$ cat config.mk
export PLATFORM = sky130hd
export DESIGN_NAME = parity_acc
export DESIGN_NICKNAME = d
export VERILOG_FILES = /design/src/rtl/parity_acc.sv
export SDC_FILE = /design/constraint.sdc
export NUM_CORES = 1
export LEC_CHECK = 0
export CORE_UTILIZATION = 40
export DETAILED_ROUTE_END_ITERATION = 10
export PLACE_DENSITY = 0.76
export SKIP_CTS_REPAIR_TIMING = 1
export SLEW_MARGIN = 20
export SYNTH_ARGS = -nofsm -noshare
export SYNTH_HDL_FRONTEND = slang
export SYNTH_SLANG_ARGS = --single-unit
$ cat constraint.sdc
create_clock -name clk -period 3.67 [get_ports clk]
set_input_delay 0.367 -clock clk [delete_from_list [all_inputs] [get_ports clk]]
set_output_delay 0.367 -clock clk [all_outputs]
set_load 0.1 [all_outputs]
$ cat src/rtl/parity_acc.sv
// Parity-protected 4-bit accumulator controller wrapped around an external
// parity-checked adder: accepts parity-tagged operands, drives the adder and keeps sticky error flags.
module parity_acc #(
  parameter int W = 4
) (
  input  logic         clk,
  input  logic         rst,
  input  logic         in_valid,
  output logic         in_ready,
  input  logic [1:0]   in_op,
  input  logic [W-1:0] in_data,
  input  logic         in_par,
  output logic         out_valid,
  input  logic         out_ready,
  output logic         out_err,
  output logic [W-1:0] acc,
  output logic         acc_par,
  output logic         carry,
  output logic         err_in,
  output logic         err_add,
  input  logic         clr_err,
  output logic [W-1:0] add_x,
  output logic [W-1:0] add_y,
  output logic         add_ci,
  output logic         add_xp,
  output logic         add_yp,
  input  logic [W-1:0] add_z,
  input  logic         add_zp,
  input  logic         add_co,
  input  logic         add_err
);

  typedef enum logic [1:0] {IDLE, ADD, DONE} state_t;

  localparam logic [1:0] OP_ADD   = 2'b00;
  localparam logic [1:0] OP_ADC   = 2'b01;
  localparam logic [1:0] OP_LOAD  = 2'b10;
  localparam logic [1:0] OP_CLEAR = 2'b11;

  state_t         state;
  logic [W-1:0]   y_q;
  logic           yp_q;
  logic           ci_q;
  logic           err_q;

  logic accept;
  logic chk;
  logic set_in;
  logic set_add;

  assign accept  = (state == IDLE) && in_valid;
  assign chk     = (^in_data) ^ in_par;
  assign set_in  = accept && chk && (in_op != OP_CLEAR);
  assign set_add = (state == ADD) && add_err;

  always_ff @(posedge clk or posedge rst) begin
    if (rst) begin
      state   <= IDLE;
      acc     <= '0;
      acc_par <= 1'b0;
      carry   <= 1'b0;
      y_q     <= '0;
      yp_q    <= 1'b0;
      ci_q    <= 1'b0;
      err_q   <= 1'b0;
    end else begin
      // NOTE: sequential state uses non-blocking assignments so every register
      // in this block samples the pre-edge values of its neighbours.
      case (state)
        IDLE: begin
          if (accept) begin
            y_q  <= in_data;
            yp_q <= in_par;
            // Carry-in is frozen at accept; carry cannot change before ADD.
            ci_q <= (in_op == OP_ADC) ? carry : 1'b0;
            if (in_op == OP_CLEAR) begin
              acc     <= '0;
              acc_par <= 1'b0;
              carry   <= 1'b0;
              err_q   <= 1'b0;
              state   <= DONE;
            end else if (chk) begin
              err_q <= 1'b1;
              state <= DONE;
            end else if (in_op == OP_LOAD) begin
              acc     <= in_data;
              acc_par <= in_par;
              err_q   <= 1'b0;
              state   <= DONE;
            end else begin
              state <= ADD;
            end
          end
        end
        ADD: begin
          if (add_err) begin
            err_q <= 1'b1;
          end else begin
            acc     <= add_z;
            acc_par <= add_zp;
            carry   <= add_co;
            err_q   <= 1'b0;
          end
          state <= DONE;
        end
        DONE: begin
          if (out_ready) state <= IDLE;
        end
        default: state <= IDLE;
      endcase
    end
  end

  // A set event in the same cycle takes priority over clr_err.
  always_ff @(posedge clk or posedge rst) begin
    if (rst) begin
      err_in  <= 1'b0;
      err_add <= 1'b0;
    end else begin
      if (set_in)       err_in <= 1'b1;
      else if (clr_err) err_in <= 1'b0;
      if (set_add)      err_add <= 1'b1;
      else if (clr_err) err_add <= 1'b0;
    end
  end

  assign in_ready  = (state == IDLE);
  assign out_valid = (state == DONE);
  assign out_err   = out_valid & err_q;

  assign add_x  = acc;
  assign add_xp = acc_par;
  assign add_y  = y_q;
  assign add_yp = yp_q;
  assign add_ci = ci_q;

endmodule
==> run metrics <==
status finished, final reports clean; Mean Syn Cell Area 11.89 µm²; WL final 1766 µm; Clock Path Buffers 2; DRT Pass-1 Iters 4; largest family of logic cells by synthesized area multiplexers; Fill cells 174; Max Cap Violations 0; HP Class in -> async; initial drt markers 3; FMAX 382.6 MHz; Final Non-Filler Cells 140; fin crit period 2.614 ns; post-synthesis compound-gate area fraction 0.1459; via count 701; detailed placer's ending HPWL 1436 µm; Slew Viols, Final 0; GRT overflow 0; Least-Margin Pin Slew 0.9743 ns; Crit Reg-Reg Endpoint acc[0]; DP Area 1285 µm²; Placer Congestion 0.7130; largest net degree at the start of global routing 18; CTS tree built; core area 2022 µm²; first-pass GRT wire length 3084 µm; met3 GRT Util 0.02181; clock sinks 17; CP startpoint kind register; Max H-tree Level 1; XOR/XNOR Fraction of Synth Area 0.05470; post-route DRC violation count 0; Slowest cell on crit path clkdlybuf4s50_1; Adder-Cell Fraction of Synth Area 0; post-layout net count 133; CP cell instances nor2_1 -> clkdlybuf4s50_1; required time worst endpoint 3.30 ns; clock skew 0.002552 ns; clk root buf clkbuf_4; num ports 41; Vias per Instance 5.007; placement row count 16; placed cells 136; met1 Use GR 0.2048; initial antenna violation count 0; Die ar. 2423 µm²; Reg2Reg Setup Slack 1.87 ns; unrepaired setup endpoints after global routing false; global router's overall resource usage 0.1658; layout cells sized above 1 0.1504; Gate Count Post-Synth 75; vias in the first global route 686; setup TNS 0 ns; # diodes 0; Area growth, synth to finish 46.98%; global route hottest layer met2; met2 Usage GRT 0.2854; CTS buffer count 3; r2r startpoint state[0]; worst skew pair latency 0.28 ns; die height 49.23 µm; Simple-Gate Fraction of Synth Area 0.1206; Hold Fails Final Rpt 0; Mapped Nets 94; Max transition margin 0.3485; mux cell area share after synthesis 0.1473; crit path kind reg -> out; CP Capture Type output port; post-route cell area 1311 µm²; Port Buffers 40; CP Data Arrival Time 2.25 ns; crit share post-route 0.7122; Worst-path clk slew 0.09 ns; CP Max Fanout 9; slowest cell delay on critical path 1.20 ns; mapped cell area 892.1 µm²; antenna-violating nets left 0; register area share after synthesis 0.4769; R2R cell count 4; chip width 49.23 µm; Final Setup Violations 0; CP Launch Point state[0]; Synth cell types 26; WL/cell 12.61 µm; Worst Setup EP in_ready; Initial Utilization 0.4412; synthesis-stage register bit count 17; synthesis warning total 0
state kept, by name (all words and copies together), names as in the netlist:
name     cells
acc          4
add_y        4
state        2
acc_par      1
add_ci       1
add_yp       1
carry        1
err_add      1
err_in       1
err_q        1
layout make-up:
type,count,area (µm²),share of cell area
sequential,17,425.4,0.3244
multi-input combinational,50,417.9,0.3187
inverter,2,7.507,0.005725
timing repair buffer,40,400.4,0.3053
tap,27,33.78,0.02576
clock buffer,4,26.28,0.02004
synth_stat cells (all sizes together):
| cell type | instances | area [µm²] |
|---|---|---|
| nand2 | 4 | 15.01 |
| xor2 | 1 | 8.760 |
| xnor3 | 1 | 23.77 |
| nand2b | 1 | 6.260 |
| inv | 2 | 7.510 |
| nor2b | 4 | 25.02 |
| o21a | 1 | 7.510 |
| dfrtp | 17 | 425.4 |
| mux2 | 10 | 131.4 |
| nor3 | 2 | 10.01 |
| nand3b | 2 | 15.01 |
| a41o | 1 | 10.01 |
| a21oi | 4 | 20.02 |
| nand4b | 1 | 8.760 |
| and2 | 1 | 6.260 |
| o21ai | 3 | 15.01 |
| clkbuf | 1 | 3.750 |
| buf | 5 | 37.54 |
| or3 | 1 | 6.260 |
| a22o | 5 | 43.79 |
| xnor2 | 1 | 16.27 |
| nor2 | 4 | 15.01 |
| a31o | 2 | 26.28 |
| a21o | 1 | 7.510 |
stage by stage:
step                      utilization  setup slack, ns  hold WS, ns
final                          0.6485            1.056       0.4562
after global routing           0.6485           0.9355       0.5062
after CTS                      0.6485            1.045       0.4762
after detailed placement       0.6355            1.362       0.4976
after global placement         0.6355            1.363       0.4622
after floorplan                     -           0.5891       0.2931
worst max-delay path: cells and delay by family (launching register included):
kind	cells	cell delay, ns
DFF	1	0.47
buffers and inverters	1	1.20
and+or+nand+nor	1	0.30
how the worst min path moves through the flow:
stage / end / slack, ns / cells after the start
floorplan: acc[0] / 0.29 / 1
global placement: add_ci / 0.46 / 2
detailed placement: add_y[2] / 0.50 / 1
CTS: add_ci / 0.48 / 2
global route: acc_par / 0.51 / 2
finish: add_ci / 0.46 / 2
layer usage:
| metal | wire length (µm) | vias up |
|---|---|---|
| met4 | 19 | 0 |
| met1 | 791 | 339 |
| met2 | 902 | 19 |
| met3 | 52 | 2 |
| li1 | - | 341 |
| met5 | 0 | - |
placed cells by master, fill, tap and decap left out, types with 4 or more instances in the layout:
cell type         n
mux2_2            5
a21oi_1           4
nand2_1           4
mux2_4            5
dfrtp_1          17
nor2b_1           4
nor2_1            4
clkdlybuf4s50_1  40
a22o_1            5
kinds of logic after synthesis:
group	after synthesis
simple gates	20
compound gates	17
flops	17
mux	10
buf+inv	8
xor+xnor	3
Power is not shown: default switching activity piles up to over one toggle a cycle in this logic, so the estimate is an artifact.
